`src/rtl/fifo_burst_packer_if.sv`:
```
// Handshake bundle between fifo_burst_packer, its upstream FIFO read port
// and the downstream consumer of packed words.
interface fifo_burst_packer_if #(
    parameter int DATA_WIDTH     = 8,
    parameter int PACK_RATIO     = 4,
    parameter int FIFO_NUM_WIDTH = 11
);
    logic [FIFO_NUM_WIDTH-1:0]        fifo_num_i;
    logic                             fifo_rd_en_o;
    logic [DATA_WIDTH-1:0]            fifo_dout_i;
    logic [DATA_WIDTH*PACK_RATIO-1:0] m_data_o;
    logic                             m_valid_o;
    logic                             m_last_o;
    logic                             m_ready_i;

    modport master (
        input  fifo_num_i, fifo_dout_i, m_ready_i,
        output fifo_rd_en_o, m_data_o, m_valid_o, m_last_o
    );

    modport slave (
        output fifo_num_i, fifo_dout_i, m_ready_i,
        input  fifo_rd_en_o, m_data_o, m_valid_o, m_last_o
    );
endinterface

```
`src/rtl/fifo_burst_packer.sv`:
```
// Reads whole bursts from a FIFO once enough words are present, packs
// PACK_RATIO words LSB-first per output word and streams them with last-marking.
module fifo_burst_packer #(
    parameter int DATA_WIDTH     = 8,
    parameter int PACK_RATIO     = 4,
    parameter int BURST_LEN      = 16,
    parameter int FIFO_NUM_WIDTH = 11
) (
    input  logic                  rd_clk_i,
    input  logic                  rd_rst_n_i,
    fifo_burst_packer_if.master   bus,
    output logic                  busy_o,
    output logic [15:0]           burst_cnt_o
);
    localparam int WORD_W  = DATA_WIDTH * PACK_RATIO;
    localparam int NUM_GRP = BURST_LEN / PACK_RATIO;
    localparam int IDX_W   = (PACK_RATIO > 1) ? $clog2(PACK_RATIO) : 1;
    localparam int GRP_W   = (NUM_GRP > 1) ? $clog2(NUM_GRP) : 1;
    localparam logic [IDX_W-1:0]          IDX_LAST  = IDX_W'(PACK_RATIO - 1);
    localparam logic [GRP_W-1:0]          GRP_LAST  = GRP_W'(NUM_GRP - 1);
    localparam logic [FIFO_NUM_WIDTH-1:0] BURST_LVL = FIFO_NUM_WIDTH'(BURST_LEN);

    typedef enum logic [1:0] {
        ST_IDLE  = 2'd0,
        ST_READ  = 2'd1,
        ST_DRAIN = 2'd2
    } state_t;

    state_t              state_r, state_s;
    logic [IDX_W-1:0]    rd_idx_r;
    logic [GRP_W-1:0]    grp_cnt_r;
    logic [1:0]          occ_r;
    logic [1:0]          inflight_r;
    logic                cap_vld_r;
    logic [IDX_W-1:0]    cap_idx_r;
    logic                cap_last_r;
    logic [WORD_W-1:0]   pack_r;
    logic [WORD_W-1:0]   buf0_r, buf1_r;
    logic [1:0]          buf_last_r;
    logic [15:0]         burst_cnt_r;

    logic                pop_s, push_s, grp_start_s, rd_en_s;
    logic [WORD_W-1:0]   word_s;

    // Next state, group issue decision and buffer handshake.
    always_comb begin
        pop_s       = (occ_r != 2'd0) && bus.m_ready_i;
        push_s      = cap_vld_r && (cap_idx_r == IDX_LAST);
        grp_start_s = 1'b0;
        rd_en_s     = 1'b0;
        state_s     = state_r;
        case (state_r)
            ST_IDLE: begin
                if (bus.fifo_num_i >= BURST_LVL) state_s = ST_READ;
                else                             state_s = ST_IDLE;
            end
            ST_READ: begin
                // A group needs a slot: 2 - occupancy - in flight + same-cycle pop > 0.
                if (rd_idx_r != {IDX_W{1'b0}}) begin
                    rd_en_s = 1'b1;
                end else if ((3'(occ_r) + 3'(inflight_r)) < (3'd2 + 3'(pop_s))) begin
                    grp_start_s = 1'b1;
                    rd_en_s     = 1'b1;
                end else begin
                    rd_en_s = 1'b0;
                end
                if (rd_en_s && (rd_idx_r == IDX_LAST) && (grp_cnt_r == GRP_LAST)) state_s = ST_DRAIN;
                else                                                               state_s = ST_READ;
            end
            ST_DRAIN: begin
                if (pop_s && buf_last_r[0]) state_s = ST_IDLE;
                else                        state_s = ST_DRAIN;
            end
            default: state_s = ST_IDLE;
        endcase
    end

    // Incoming FIFO word merged into the partially packed word.
    always_comb begin
        word_s = pack_r;
        word_s[int'(cap_idx_r) * DATA_WIDTH +: DATA_WIDTH] = bus.fifo_dout_i;
    end

    // State register, read position and group accounting.
    always_ff @(posedge rd_clk_i or negedge rd_rst_n_i) begin
        if (!rd_rst_n_i) begin
            state_r    <= ST_IDLE;
            rd_idx_r   <= {IDX_W{1'b0}};
            grp_cnt_r  <= {GRP_W{1'b0}};
            inflight_r <= 2'd0;
        end else begin
            state_r <= state_s;
            if (rd_en_s) rd_idx_r <= (rd_idx_r == IDX_LAST) ? {IDX_W{1'b0}} : rd_idx_r + IDX_W'(1);
            if (state_r == ST_IDLE)                         grp_cnt_r <= {GRP_W{1'b0}};
            else if (rd_en_s && (rd_idx_r == IDX_LAST))     grp_cnt_r <= grp_cnt_r + GRP_W'(1);
            case ({grp_start_s, push_s})
                2'b10:   inflight_r <= inflight_r + 2'd1;
                2'b01:   inflight_r <= inflight_r - 2'd1;
                default: inflight_r <= inflight_r;
            endcase
        end
    end

    // FIFO data arrives one cycle after its read enable; track its slot.
    always_ff @(posedge rd_clk_i or negedge rd_rst_n_i) begin
        if (!rd_rst_n_i) begin
            cap_vld_r  <= 1'b0;
            cap_idx_r  <= {IDX_W{1'b0}};
            cap_last_r <= 1'b0;
            pack_r     <= {WORD_W{1'b0}};
        end else begin
            cap_vld_r  <= rd_en_s;
            cap_idx_r  <= rd_idx_r;
            cap_last_r <= (grp_cnt_r == GRP_LAST);
            if (cap_vld_r) pack_r <= word_s;
        end
    end

    // Two-entry in-order output buffer; entry 0 is always the head.
    always_ff @(posedge rd_clk_i or negedge rd_rst_n_i) begin
        if (!rd_rst_n_i) begin
            buf0_r     <= {WORD_W{1'b0}};
            buf1_r     <= {WORD_W{1'b0}};
            buf_last_r <= 2'b00;
            occ_r      <= 2'd0;
        end else begin
            case ({push_s, pop_s})
                2'b10: begin
                    if (occ_r == 2'd0) begin
                        buf0_r        <= word_s;
                        buf_last_r[0] <= cap_last_r;
                    end else begin
                        buf1_r        <= word_s;
                        buf_last_r[1] <= cap_last_r;
                    end
                    occ_r <= occ_r + 2'd1;
                end
                2'b01: begin
                    buf0_r        <= buf1_r;
                    buf_last_r[0] <= buf_last_r[1];
                    occ_r         <= occ_r - 2'd1;
                end
                2'b11: begin
                    if (occ_r == 2'd1) begin
                        buf0_r        <= word_s;
                        buf_last_r[0] <= cap_last_r;
                    end else begin
                        buf0_r        <= buf1_r;
                        buf_last_r[0] <= buf_last_r[1];
                        buf1_r        <= word_s;
                        buf_last_r[1] <= cap_last_r;
                    end
                end
                default: occ_r <= occ_r;
            endcase
        end
    end

    // Completed-burst counter, bumped when the last-flagged word leaves.
    always_ff @(posedge rd_clk_i or negedge rd_rst_n_i) begin
        if (!rd_rst_n_i)                  burst_cnt_r <= 16'd0;
        else if (pop_s && buf_last_r[0])  burst_cnt_r <= burst_cnt_r + 16'd1;
        else                              burst_cnt_r <= burst_cnt_r;
    end

    assign bus.fifo_rd_en_o = rd_en_s;
    assign bus.m_data_o     = buf0_r;
    assign bus.m_valid_o    = (occ_r != 2'd0);
    assign bus.m_last_o     = (occ_r != 2'd0) && buf_last_r[0];
    assign busy_o           = (state_r != ST_IDLE);
    assign burst_cnt_o      = burst_cnt_r;
endmodule

```
`src/flat_wrapper.sv`:
```
// flat-port wrapper written by rule: the top's interface ports become plain ports
module fifo_burst_packer_flat 
#(
    parameter int DATA_WIDTH     = 8,
    parameter int PACK_RATIO     = 4,
    parameter int BURST_LEN      = 16,
    parameter int FIFO_NUM_WIDTH = 11
)
  (rd_clk_i, rd_rst_n_i, busy_o, burst_cnt_o, bus_fifo_num_i, bus_fifo_dout_i, bus_m_ready_i, bus_fifo_rd_en_o, bus_m_data_o, bus_m_valid_o, bus_m_last_o);
  fifo_burst_packer_if #(.DATA_WIDTH(DATA_WIDTH), .PACK_RATIO(PACK_RATIO), .FIFO_NUM_WIDTH(FIFO_NUM_WIDTH)) bus_i ();
  input  logic rd_clk_i;
  input  logic rd_rst_n_i;
  output logic busy_o;
  output logic [15:0] burst_cnt_o;
  input wire logic [$bits(bus_i.fifo_num_i)-1:0] bus_fifo_num_i;
  input wire logic [$bits(bus_i.fifo_dout_i)-1:0] bus_fifo_dout_i;
  input wire logic [$bits(bus_i.m_ready_i)-1:0] bus_m_ready_i;
  output wire logic [$bits(bus_i.fifo_rd_en_o)-1:0] bus_fifo_rd_en_o;
  output wire logic [$bits(bus_i.m_data_o)-1:0] bus_m_data_o;
  output wire logic [$bits(bus_i.m_valid_o)-1:0] bus_m_valid_o;
  output wire logic [$bits(bus_i.m_last_o)-1:0] bus_m_last_o;
  assign bus_i.fifo_num_i = bus_fifo_num_i;
  assign bus_i.fifo_dout_i = bus_fifo_dout_i;
  assign bus_i.m_ready_i = bus_m_ready_i;
  assign bus_fifo_rd_en_o = bus_i.fifo_rd_en_o;
  assign bus_m_data_o = bus_i.m_data_o;
  assign bus_m_valid_o = bus_i.m_valid_o;
  assign bus_m_last_o = bus_i.m_last_o;
  fifo_burst_packer #(.DATA_WIDTH(DATA_WIDTH), .PACK_RATIO(PACK_RATIO), .BURST_LEN(BURST_LEN), .FIFO_NUM_WIDTH(FIFO_NUM_WIDTH)) u_core (.rd_clk_i(rd_clk_i), .rd_rst_n_i(rd_rst_n_i), .bus(bus_i), .busy_o(busy_o), .burst_cnt_o(burst_cnt_o));
endmodule
```
`config.mk`:
```
export PLATFORM = sky130hd
export DESIGN_NAME = fifo_burst_packer_flat
export DESIGN_NICKNAME = d
export VERILOG_FILES = /design/src/rtl/fifo_burst_packer_if.sv /design/src/rtl/fifo_burst_packer.sv /design/src/flat_wrapper.sv
export SDC_FILE = /design/constraint.sdc
export NUM_CORES = 1
export LEC_CHECK = 0
export ABC_AREA = 1
export CORE_MARGIN = 2
export CORE_UTILIZATION = 30
export CTS_CLUSTER_DIAMETER = 60
export DETAILED_ROUTE_END_ITERATION = 10
export DONT_BUFFER_PORTS = 1
export GPL_TIMING_DRIVEN = 0
export SYNTH_ARGS = -nofsm -noshare
export SYNTH_HDL_FRONTEND = slang
export SYNTH_SLANG_ARGS = --single-unit
```
`constraint.sdc`:
```
create_clock -name rd_clk_i -period 2.08 [get_ports rd_clk_i]
set_input_delay 0.624 -clock rd_clk_i [delete_from_list [all_inputs] [get_ports rd_clk_i]]
set_output_delay 0.624 -clock rd_clk_i [all_outputs]
set_load 0.01 [all_outputs]
```
-- After elaboration in Yosys (flattened, before gate mapping)
Index checks and enable logic that the tools add are counted.
- shifts and indexed selects: 2
- muxes and demuxes: 28
- eq/ne operators: 14
- magnitude comparators: 2
- reduce and logical (&&, ||, !) cells: 19
- add/sub/neg operators: 10
- operator list (operator ; number):
    32-bit 2-to-1 mux ; 4
    32-bit one-hot mux with 3 select lines ; 1
    32-bit one-hot mux with 2 select lines ; 1
    5-bit negation with 33-bit output ; 1
    8-bit by 33-bit variable shift with 32-bit output (first input constant) ; 1
    8-bit by 33-bit variable part select with 32-bit output ; 1
    32-bit bitwise mux ; 1
    16-bit by 1-bit adder with 16-bit output (second input constant) ; 1
    2-bit equality test (second input constant) ; 7
    2-bit nonzero test ; 7
    11-bit by 5-bit >= comparator with 1-bit output (second input constant) ; 1
    1-bit 2-to-1 mux ; 11
    2-bit 2-to-1 mux ; 5
    2-bit by 1-bit adder with 2-bit output (second input constant) ; 4
    2-bit by 1-bit equality test with 1-bit output (second input constant) ; 4
    2-bit one-hot mux with 2 select lines ; 2
    1-bit logical AND ; 7
    2-bit one-hot mux with 3 select lines ; 1
    2-bit zero test ; 2
    2-bit inequality test (second input constant) ; 2
    2-bit by 1-bit subtractor with 2-bit output (second input constant) ; 2
    2-bit by 1-bit adder with 3-bit output (first input constant) ; 1
    2-bit by 2-bit adder with 3-bit output ; 1
    3-bit less-than comparator ; 1
    6 further kinds ; 6
- word-level logic and storage cells: 89
- input bits: 22
- register bits after elaboration: 128
- output and inout bits: 52

-- Longest topological paths before layout
- depth after elaboration: 11
- depth in mapped cells: 11
- depth with buffers taken out: 11

-- Worst setup path after synthesis
No wires, ideal clock.
- path type: register to output
- from: register u_core.inflight_r[0]
- to: output port bus_fifo_rd_en_o
- stages on the path, launching flop included: 8
- arrival: 1476 ps
- path slack: -20 ps
- required time: 1456 ps
- cells stage by stage: dfrtp_1 ha_1 fa_1 nand2_1 nand2_1 nand2_1 nand2_1 inv_1
- cells in the longest elaborated chain, start to end: 6
- RTL lines (what ; RTL line ; RTL):
    from (decl) ; fifo_burst_packer.sv:33 ; logic [1:0] inflight_r;
    from (signal assigned) ; fifo_burst_packer.sv:97 ; 2'b10: inflight_r <= inflight_r + 2'd1;
    from (signal assigned) ; fifo_burst_packer.sv:98 ; 2'b01: inflight_r <= inflight_r - 2'd1;
    from (signal assigned) ; fifo_burst_packer.sv:99 ; default: inflight_r <= inflight_r;
    2-bit by 2-bit adder with 3-bit output ; fifo_burst_packer.sv:61 ; end else if ((3'(occ_r) + 3'(inflight_r)) < (3'd2 + 3'(pop_s))) begin
    3-bit less-than comparator ; fifo_burst_packer.sv:61 ;
    1-bit 2-to-1 mux ; fifo_burst_packer.sv:61 ;
    1-bit 2-to-1 mux ; fifo_burst_packer.sv:59 ; if (rd_idx_r != {IDX_W{1'b0}}) begin
    1-bit 2-to-1 mux (2 in series) ; fifo_burst_packer.sv:52 ; case (state_r)
    to (decl) ; flat_wrapper.sv:18 ; output wire logic [$bits(bus_i.fifo_rd_en_o)-1:0] bus_fifo_rd_en_o;
No other way between the ends. The select of a mux whose other input is x is not followed.

-- Worst setup path after layout
- from: register u_core.occ_r[0]
- to: output port bus_fifo_rd_en_o
- cells in the longest elaborated chain, start to end: 8
- elaborated cells on any way between the ends: 9
- classes of those cells: add/sub: 2; order compare: 1; mux: 4; reduce/logical: 2
- RTL lines (what ; RTL line ; RTL):
    from (decl) ; fifo_burst_packer.sv:32 ; logic [1:0] occ_r;
    from (signal assigned) ; fifo_burst_packer.sv:136 ; occ_r <= occ_r + 2'd1;
    from (signal assigned) ; fifo_burst_packer.sv:141 ; occ_r <= occ_r - 2'd1;
    from (signal assigned) ; fifo_burst_packer.sv:154 ; default: occ_r <= occ_r;
    2-bit nonzero test ; fifo_burst_packer.sv:47 ; pop_s = (occ_r != 2'd0) && bus.m_ready_i;
    1-bit logical AND ; fifo_burst_packer.sv:47 ;
    2-bit by 1-bit adder with 3-bit output ; fifo_burst_packer.sv:61 ;
    3-bit less-than comparator * ; fifo_burst_packer.sv:61 ;
    1-bit 2-to-1 mux * ; fifo_burst_packer.sv:61 ;
    1-bit 2-to-1 mux * ; fifo_burst_packer.sv:59 ;
    1-bit 2-to-1 mux * (2 in series) ; fifo_burst_packer.sv:52 ;
Every way passes the cells marked *; elsewhere a longest branch is shown, timed or not. The select of a mux whose other input is x is not followed.

==> flow_summary.yaml <==
power:
  irDropWorstVdd_uv: 759
  power.leakage_nw: 3.61
  power.density_nw_per_um2: 1620
timing:
  drv_slew: 0
  slew_headroom_pct: 58.7
  tightest_slew_ns: 0.619
  hold_viol: 128
  skew_ns: 0.0103
  fin_hold_ws_ns: -0.0986
  finalSetupViolCount: 68
  worst_slack_ns: -0.389
  min_period_ns: 2.47
  fmax_ghz: 0.405
  post-route-period-util_pct: 119
  rsz0062_at_grt: "true"
routing:
  drt_iter0_markers: 239
  viasPerCell: 4.76
  routed_wl_um: 16600
  drc: 0
  wire_per_inst_um: 15.5
  firstDrtPassIters: 4
  routed-via-count: 5106
  ant_nets: 0
floorplan:
  start_util_pct: 30.7
  pin_count: 74
  row_count: 52
  die_w_um: 148
  dieHeight_um: 148
  die-area_sq_um: 21800
  core_region_area_sq_um: 20200
clocking:
  clockBufferDepth: 2
  htreeDepth: 4
  cts_tree: "done"
  clk_pin_slew_worst_paths_ns: 0.06
  clk_latency_ns: 0.42
  numCtsBuffers: 17
  ctsRootBufferMaster: "clkbuf_16"
  clock-sinks: 128
run_status:
  violations: "hold timing, setup timing"
  outcome: "complete, but fails checks"
yosys:
  syn_inst: 737
  ys_seq_elements: 128
  avgSynthCellArea_sq_um: 8.42
  synth_warnings: 0
  yosysUniqueCellTypes: 35
  synth_area_sq_um: 6200
  synth_most_common_cell: "nand2_1"
  synth.area.mux_share_pct: 0
  synth_compound_gate_area_share_pct: 15.4
  ys_seq_area_share_pct: 51.6
  synth_top_area_share_pct: 51.6
  synth_edf_count: 0
  synth_xor_area_share_pct: 2.26
  synthSimpleGateAreaFrac_pct: 18.7
  synth_nets: 776
  synth_top_family_by_area: "simple AND/OR/NAND/NOR gates"
  synthArstFlopShare_pct: 100
  synth_area_leaders: "dfrtp_1, nand2_1, o21ai_0"
  ys_top_cells_by_count: "nand2_1, dfrtp_1, o21ai_0"
  synth_area_leader_cell: "dfrtp_1"
  synth_fa_ha_area_share_pct: 3.55
  synth_ff_type: "dfrtp_1"
setup_path:
  path_class: "register to output port"
  start_kind: "register"
  cp_max_fo: 5
  end_kind: "output port"
  arrival_ns: 1.85
  worstPathRequired_ns: 1.46
placement:
  post-dp-hpwl_um: 10600
  io_buffers: 0
  finalWeightedCongestion: 0.859
  dp_worst_setup_slack_ns: -0.600
global_route:
  grt_pass1_wl_um: 25900
  antenna_found_initial: 0
  grt_pass1_vias: 5110
  grt-ovfl-total: 0
  grt_max_degree: 129
  grt_use_total_pct: 15.0
cells_and_area:
  fill_cells: 1976
  regArea_sq_um: 3200
  multi_input_area_sq_um: 3010
  num_antenna_cells: 0
  final_layout_size_suffix_gt1_share_pct: 29.3
  nNetsFinal: 829
  area_delta_synth_final_pct: 31.8
min_path:
  hp-class: "input pin to asynchronous set/reset pin"
flow_run:
  cap_violations: 0
power breakdown:
part	switching, mW	internal, mW	total, mW
clock	1.16	1.94	3.10
sequential	0.765	3.46	4.23
combinational	3.59	2.35	5.94
total	5.51	7.76	13.3
flip-flops by register name (all words and copies together) (netlist names):
signal	cells
u_core.pack_r	32
u_core.cap_idx_r	2
u_core.grp_cnt_r	2
u_core.cap_last_r	1
u_core.buf_last_r	2
u_core.bus.m_data_o	32
u_core.occ_r	2
u_core.burst_cnt_o	16
u_core.inflight_r	2
u_core.rd_idx_r	2
u_core.state_r	2
u_core.buf1_r	32
u_core.cap_vld_r	1
path summary, 6_finish.rpt:
kind                                    start                      end  slack, ns  cells after the start
setup / recovery              u_core.occ_r[0]         bus_fifo_rd_en_o      -0.39                      7
hold / removal                     rd_rst_n_i   u_core.bus.m_data_o[4]       -0.1                      0
setup reg to reg              u_core.occ_r[0]  u_core.bus.m_data_o[12]      -0.16                     15
hold reg to reg            u_core.rd_idx_r[1]      u_core.cap_idx_r[1]       0.41                      0
max in group asynchronous          rd_rst_n_i      u_core.cap_idx_r[0]       1.97                      0
min in group rd_clk_i      bus_fifo_dout_i[2]        u_core.pack_r[18]       0.37                      2
worst max-delay path, cell delays in order, from the launching register on:
cell	delay, ns
dfrtp_1	0.41
ha_2	0.19
fa_1	0.43
nand2_1	0.10
nand2_1	0.06
nand2_2	0.08
nand2_4	0.07
inv_6	0.09
area by class of cell:
cell class | instances | area share (%)
clock inverter | 13 | 1.97
inverter | 98 | 4.68
sequential | 128 | 39.2
buffer | 29 | 3.10
timing repair buffer | 35 | 4.57
tap | 270 | 4.13
clock buffer | 19 | 5.54
multi-input combinational | 481 | 36.8
metrics by stage:
step / util (%) / TNS [ns] / instance area (sq um) / instances / total power [mW]
detailed placement: 32.3 / -27.98 / 6550 / 1007 / 8.34
finish: 40.4 / -6.79 / 8180 / 1073 / 13.3
CTS: 36.8 / -0.784 / 7450 / 1055 / 12.0
global placement: 32.3 / -28.63 / 6550 / 1007 / 8.21
floorplan: - / 0 / 6210 / 737 / 7.21
global route: 40.4 / -14.44 / 8180 / 1073 / 14.2
layer usage:
layer	global-route usage [%]	vias up	wire length, um
met5	0	-	0
met4	5.19	0	398
met3	5.68	26	1160
met2	23.9	125	7760
met1	18.9	2474	7270
li1	-	2481	-
cell usage in the layout (no fill, tap or decap), types with 5 or more instances in the layout:
| cell type | instances |
|---|---|
| dfrtp_1 | 127 |
| nand2_1 | 109 |
| inv_1 | 90 |
| nor2_1 | 89 |
| o21ai_2 | 46 |
| o21ai_0 | 39 |
| nand2_2 | 27 |
| buf_4 | 22 |
| nand3_1 | 20 |
| o21ai_1 | 20 |
| a21oi_2 | 20 |
| buf_6 | 19 |
| clkbuf_16 | 19 |
| o22ai_2 | 15 |
| a21oi_1 | 15 |
| ha_1 | 11 |
| xnor2_1 | 8 |
| xor2_1 | 8 |
| buf_8 | 7 |
| clkinvlp_4 | 7 |
| nand4_1 | 6 |
| nand2_4 | 6 |
| o22ai_1 | 6 |
| clkbuf_1 | 6 |
| inv_2 | 5 |
| nor2_4 | 5 |
| nor3_1 | 5 |
| o21ai_4 | 5 |
kinds of logic (layout without fill, tap and decap cells):
group	count (synthesis)	count (layout)
and+or+nand+nor	276	276
AOI/OAI and AO/OA	172	172
DFF	128	128
buffers and inverters	128	194
adders and majority gates	17	17
xor gates and xnor gates	16	16
what timing repair did:
action,CTS,global route
endpoints found under the setup margin,73,72
pin swaps,10,25
cloned,1,4
buffers inserted,16,16
endpoints found under the hold margin,128,128
gates resized for setup,58,206
Power figures use the tool's default switching activity.
==> patch 1, RTL diff (same flow settings) <==
Re-encode `state_t` (3 states) as one-hot, 3 bits wide.
--- a/src/rtl/fifo_burst_packer.sv
+++ b/src/rtl/fifo_burst_packer.sv
@@ -20,10 +20,10 @@
     localparam logic [GRP_W-1:0]          GRP_LAST  = GRP_W'(NUM_GRP - 1);
     localparam logic [FIFO_NUM_WIDTH-1:0] BURST_LVL = FIFO_NUM_WIDTH'(BURST_LEN);
 
-    typedef enum logic [1:0] {
-        ST_IDLE  = 2'd0,
-        ST_READ  = 2'd1,
-        ST_DRAIN = 2'd2
+    typedef enum logic [2:0] {
+        ST_IDLE  = 3'b001,
+        ST_READ  = 3'b010,
+        ST_DRAIN = 3'b100
     } state_t;
 
     state_t              state_r, state_s;
Formal check against the unedited RTL: no difference found for any inputs over 10 cycles, from zero or initial values and one cycle with rd_rst_n_i low; not proved beyond that.
==> patch 1 against the unedited design <==
- the flow still finishes with violations (hold timing, setup timing)
- hold slack worse by 0.014 ns
- design area is 1.3% lower
- fmax rose by 0.18%
- via count hardly changed
- total power down 9.1%
- setup slack improved by 0.0045 ns
- sequential cell count rose by 1
- routed wire length is 3.2% higher
- area after synthesis is 0.87% higher
- critical path type unchanged
- highest routed layer unchanged
==> patch 1: results (changes against the unedited design) <==
* Status: finished with violations
- The final reports fail on hold timing, setup timing.
- Vias in the first global route: 5027 (-1.6%)
* Worst setup slack after layout: -0.385 ns (+0.00450 ns)
* Grt met3 use: 5.09% (-0.59 points)
- The sum of negative setup slack is -9.70 ns (-2.91 ns).
- The routability congestion estimate from global placement is 0.813 (-5.4%).
* Max rail drop VDD: 772 uV (+1.6%)
- The global-route wire length before repair came to 26.6 mm (+2.4%).
- The post-synthesis cell count was 730 (-0.95%).
* Leak pwr: 3.60 nW (-0.32%)
- Share of cells above drive strength 1: 24.5% (-4.7 points)
- The routed wirelength normalized by instance count came to 16.0 um (+3.6%).
- The number of nets in the synthesized netlist was 769 (-0.90%).
* Synth cell types: 36 (+2.9%)
- Sequential area share after synthesis: 51.6% (about the same)
- Pin count of the biggest net entering global routing: 130 (+0.78%)
* Endpoints failing setup: 68 (unchanged)
- Final cell count without fillers: 1069 (-0.37%)
* Transition time at the pin with the least slew margin: 0.610 ns (-0.00927 ns)
* Most frequent cells after synthesis: 132 x sky130_fd_sc_hd__nand2_1, 128 x sky130_fd_sc_hd__dfrtp_1, 105 x sky130_fd_sc_hd__inv_1
- Placed Cells incl. Taps: 1000 (-0.70%)
- The final setup skew came to 0.0106 ns (+0.000275 ns).
- Fill cell instance count of the final layout: 1972 (-0.20%)
- The worst-case hold slack is -0.113 ns (-0.0144 ns).
- The final-report hold violation count was 128 (unchanged).
* Routing usage on met2: 24.1% (+0.21 points)
- The total global-route track usage is 15.5% (+0.47 points).
patch 1: path summary, 6_finish.rpt:
kind | cells after the start | from | slack [ns] | to
worst max-delay path | 7 | u_core.occ_r[0] | -0.38 | bus_fifo_rd_en_o
worst min-delay path | 0 | rd_rst_n_i | -0.11 | u_core.burst_cnt_o[10]
worst max register to register | 15 | u_core.occ_r[0] | -0.23 | u_core.buf_last_r[1]
worst min register to register | 0 | u_core.rd_idx_r[1] | 0.42 | u_core.cap_idx_r[1]
max in group asynchronous | 0 | rd_rst_n_i | 1.97 | u_core.bus.m_data_o[6]
min in group rd_clk_i | 3 | bus_fifo_num_i[6] | 0.38 | u_core.state_r[0]
patch 1: repair_timing:
action                     in CTS  in global routing
buffers inserted               18                 17
pin swaps                       5                 13
hold endpoints to repair      128                128
setup endpoints to repair      70                 86
gates resized for setup        95                109
cloned                          2                  3
patch 1: cell families after synthesis:
group,after synthesis,share of synthesized area (%)
AO/OA/AOI/OAI,174,16.0
XOR/XNOR,16,2.24
adder cells (fa/ha/maj),17,3.52
buffers and inverters,141,9.38
flip-flops,129,51.6
AND/OR/NAND/NOR,253,17.3
patch 1: power by group through the flow:
stage | logic, W | clock network (W) | registers, W
floorplan | 0.00280 | 0 | 0.00410
global placement | 0.00350 | 0 | 0.00429
detailed placement | 0.00359 | 0 | 0.00431
CTS | 0.00418 | 0.00301 | 0.00425
global route | 0.00543 | 0.00311 | 0.00435
finish | 0.00489 | 0.00295 | 0.00421
patch 1: worst max-delay path: stages, from the launching register on:
cell	delay [ns]
sky130_fd_sc_hd__dfrtp_1	0.39
sky130_fd_sc_hd__ha_2	0.18
sky130_fd_sc_hd__fa_1	0.43
sky130_fd_sc_hd__nand2_1	0.09
sky130_fd_sc_hd__nand2_1	0.06
sky130_fd_sc_hd__nand2_2	0.07
sky130_fd_sc_hd__nand2_2	0.07
sky130_fd_sc_hd__inv_4	0.12
patch 1: through the flow:
stage,hold slack (ns),instance area (um2),util [%],worst slack [ns]
finish,-0.113,8080,39.7,-0.385
global route,-0.134,8080,39.7,-0.485
floorplan,0.328,6260,-,0.0206
CTS,-0.126,7600,37.3,-0.399
detailed placement,0.331,6600,32.4,-0.707
global placement,0.332,6600,32.4,-0.649
patch 1: layer usage:
metal  vias up  share of wire [%]  wire (um)
met5         -                  0          0
met4         0                1.5        264
met3        22                5.7        974
met2       137                 48       8240
met1      2490                 45       7640
li1       2459                  -          -
patch 1: area by class of cell:
type | instances | share of cell area (%)
Buffer | 30 | 3.28
Clock buffer | 18 | 5.44
Clock inverter | 14 | 1.74
Inverter | 108 | 5.18
Multi-Input combinational cell | 460 | 34.3
Sequential cell | 129 | 40.0
Tap cell | 270 | 4.18
Timing Repair Buffer | 40 | 5.87
==> patch 2, RTL diff (same flow settings) <==
Made on the original files. `BURST_LEN` is set to 16 in 2 places; all go to 32.
--- a/src/rtl/fifo_burst_packer.sv
+++ b/src/rtl/fifo_burst_packer.sv
@@ -3,7 +3,7 @@
 module fifo_burst_packer #(
     parameter int DATA_WIDTH     = 8,
     parameter int PACK_RATIO     = 4,
-    parameter int BURST_LEN      = 16,
+    parameter int BURST_LEN      = 32,
     parameter int FIFO_NUM_WIDTH = 11
 ) (
     input  logic                  rd_clk_i,
--- a/src/flat_wrapper.sv
+++ b/src/flat_wrapper.sv
@@ -3,7 +3,7 @@
 #(
     parameter int DATA_WIDTH     = 8,
     parameter int PACK_RATIO     = 4,
-    parameter int BURST_LEN      = 16,
+    parameter int BURST_LEN      = 32,
     parameter int FIFO_NUM_WIDTH = 11
 )
   (rd_clk_i, rd_rst_n_i, busy_o, burst_cnt_o, bus_fifo_num_i, bus_fifo_dout_i, bus_m_ready_i, bus_fifo_rd_en_o, bus_m_data_o, bus_m_valid_o, bus_m_last_o);
Check against the original RTL: not equivalent (Yosys sat finds a counterexample within 4 cycles, from zero or initial values and one cycle with rd_rst_n_i low).
==> patch 2 against the unedited design <==
- setup slack got worse by 0.0057 ns
- area after synthesis decreased by 0.75%
- sequential cell count increased by 1
- routed wire length decreased by 1.4%
- hold slack got worse by 0.0011 ns
- total power decreased by 9.5%
- count of clock-buffer cells in the layout increased by 6
- design area decreased by 6.5%
- sequential power decreased by 3%
- highest routed layer unchanged
- die area decreased by 0.73%
- the flow still finishes with violations (hold timing, setup timing)
- sequential share of layout area increased by 3.0 points
- clock skew decreased by 0.0027 ns
==> patch 2: results (changes against the unedited design) <==
- Synth cell types: 31 (-11%)
- The setup violation total in the final timing report was 66 (-2.9%).
- The tree is rooted in a sky130_fd_sc_hd__clkbuf_16.
* Clock net sink count: 129 (+0.78%)
* Post-route standard cell area excluding fillers: 7650 um2 (-6.5%)
- The number of global-route vias before repair came to 4906 (-4.0%).
* Share of the synthesized area in the top cell type: 52.4% (+0.79 points)
- Last weighted congestion value of the routability-driven placer: 0.818 (-4.9%)
- The count of nets after finishing was 823 (-0.72%).
- The first-pass iteration count of the detailed router was 5 (+1).
- The number of DRC markers after the initial detailed-route iteration came to 325 (+36%).
- The total global-route track usage is 15.3% (+0.27 points).
- The largest total area in the synthesized netlist belongs to sky130_fd_sc_hd__dfrtp_1.
- Leak pwr: 3.45 nW (-4.4%)
* Syn_nets: 778 (+0.26%)
* Max_slew headroom: 66.3% (+7.6 points)
- The maximum fanout along the worst path was 4 (-1).
- Hold/Removal Path Class: primary input to async pin
* Sum of routed wire length over all layers: 16.4 mm (-1.4%)
- The number of cells on the worst reg-to-reg path was 14 (-1).
- The layout cell share with drive strength beyond 1 came to 17.8% (-12 points).
* Number of CTS-inserted buffers: 17 (unchanged)
- Most frequent cells after synthesis: 136 x sky130_fd_sc_hd__nand2_1, 129 x sky130_fd_sc_hd__dfrtp_1, 105 x sky130_fd_sc_hd__inv_1
- Final Hold Viols: 129 (+0.78%)
* Placed wire-length estimate after detailed placement: 10.6 mm (+0.42%)
* Family of cells with the greatest summed delay on the critical path: adder cells
- Average vias per placed instance: 4.77 (+0.31%)
* Cell types occupying the most area after synthesis: sky130_fd_sc_hd__dfrtp_1 52%, sky130_fd_sc_hd__nand2_1 8.3%, sky130_fd_sc_hd__o21ai_0 7.2%, sky130_fd_sc_hd__inv_1 6.4%, sky130_fd_sc_hd__nor2_1 4.9%
- The flow ran to the end, but the final reports show violations.
* Slowest stage cell on the critical path: sky130_fd_sc_hd__fa_1
- Pin count of the biggest net entering global routing: 130 (+0.78%)
- Pre-CTS WS: -0.613 ns (-0.0133 ns)
- Worst hold slack after final layout: -0.0997 ns (-0.00113 ns)
- The final reports fail on hold timing, setup timing.
- Worst path max stage delay: 0.43 ns (about the same)
* Worst setup slack after layout: -0.395 ns (-0.00568 ns)
- The final setup skew came to 0.00765 ns (-0.00268 ns).
- The post-synthesis sequential area ratio is 52.4% (+0.79 points).
* First-pass GRT wire length: 26.0 mm (+0.24%)
- Max rail drop VDD: 787 uV (+3.6%)
- The placed instance area was 6500 um2 (-0.71%).
## patch 2: cell types whose count changed in the layout (fill, tap and decap cells not counted), moves of 7 or more
cell	before	now
sky130_fd_sc_hd__o22ai_1	6	13
sky130_fd_sc_hd__o21ai_0	39	62
sky130_fd_sc_hd__o21ai_2	46	10
sky130_fd_sc_hd__a21oi_2	20	6
sky130_fd_sc_hd__nor2_1	89	76
sky130_fd_sc_hd__inv_1	90	102
sky130_fd_sc_hd__a21oi_1	15	29
sky130_fd_sc_hd__nand2_1	109	134
sky130_fd_sc_hd__nand2_2	27	3
sky130_fd_sc_hd__o21ai_1	20	38
## patch 2: cells by family after synthesis
family	Yosys count	synth area share [%]
AOI/OAI and AO/OA	176	15.1
xor gates and xnor gates	16	2.28
adders and majority gates	18	3.78
buffers and inverters	142	9.35
DFF	129	52.4
and+or+nand+nor	257	17.0
## patch 2: final timing paths
check / from / to / slack, ns
min: rd_rst_n_i / u_core.burst_cnt_o[6] / -0.1
min in group rd_clk_i: bus_fifo_num_i[6] / u_core.state_r[0] / 0.39
max: u_core.occ_r[0] / bus_fifo_rd_en_o / -0.39
min reg2reg: u_core.rd_idx_r[0] / u_core.cap_idx_r[0] / 0.43
max reg2reg: u_core.occ_r[0] / u_core.buf1_r[22] / -0.25
max in group asynchronous: rd_rst_n_i / u_core.bus.m_data_o[24] / 1.96
## patch 2: layout make-up
type / instances / area, um2
inverters: 111 / 433
well taps: 270 / 338
flip-flops and latches: 129 / 3230
plain buffers: 31 / 241
multi-input cells: 467 / 2610
repair inverters: 1 / 7.51
clock buffers: 25 / 505
repair buffers: 25 / 229
fillers: 2079 / 12500
clock inverters: 5 / 52.6
## patch 2: timing repair
action	CTS	global route
cloned	6	1
setup endpoints to repair	69	84
gates resized for setup	58	79
setup buffers	11	8
endpoints found under the hold margin	129	129
pin swaps	7	9
## patch 2: metrics by stage
stage | instances | util [%] | setup TNS, ns | power [W]
after floorplan | 738 | - | 0 | 0.00690
after global placement | 1008 | 32.2 | -27.65 | 0.00791
after detailed placement | 1008 | 32.2 | -28.57 | 0.00803
after CTS | 1055 | 36.6 | -1.58 | 0.0116
after global routing | 1064 | 37.9 | -16.04 | 0.0129
final | 1064 | 37.9 | -10.02 | 0.0120
## patch 2: routing by layer
layer	GRT usage [%]	share of wire [%]
met1	20.6	45
met2	23.4	46
met5	0	0
met3	5.37	8.0
met4	4.47	1.3
## patch 2: power by group
part / leakage (nW) / internal, W / switching [W]
Clock: 0.275 / 0.00178 / 0.00106
Combinational: 1.49 / 0.00196 / 0.00309
Sequential: 1.69 / 0.00341 / 0.000705
Total: 3.45 / 0.00715 / 0.00486
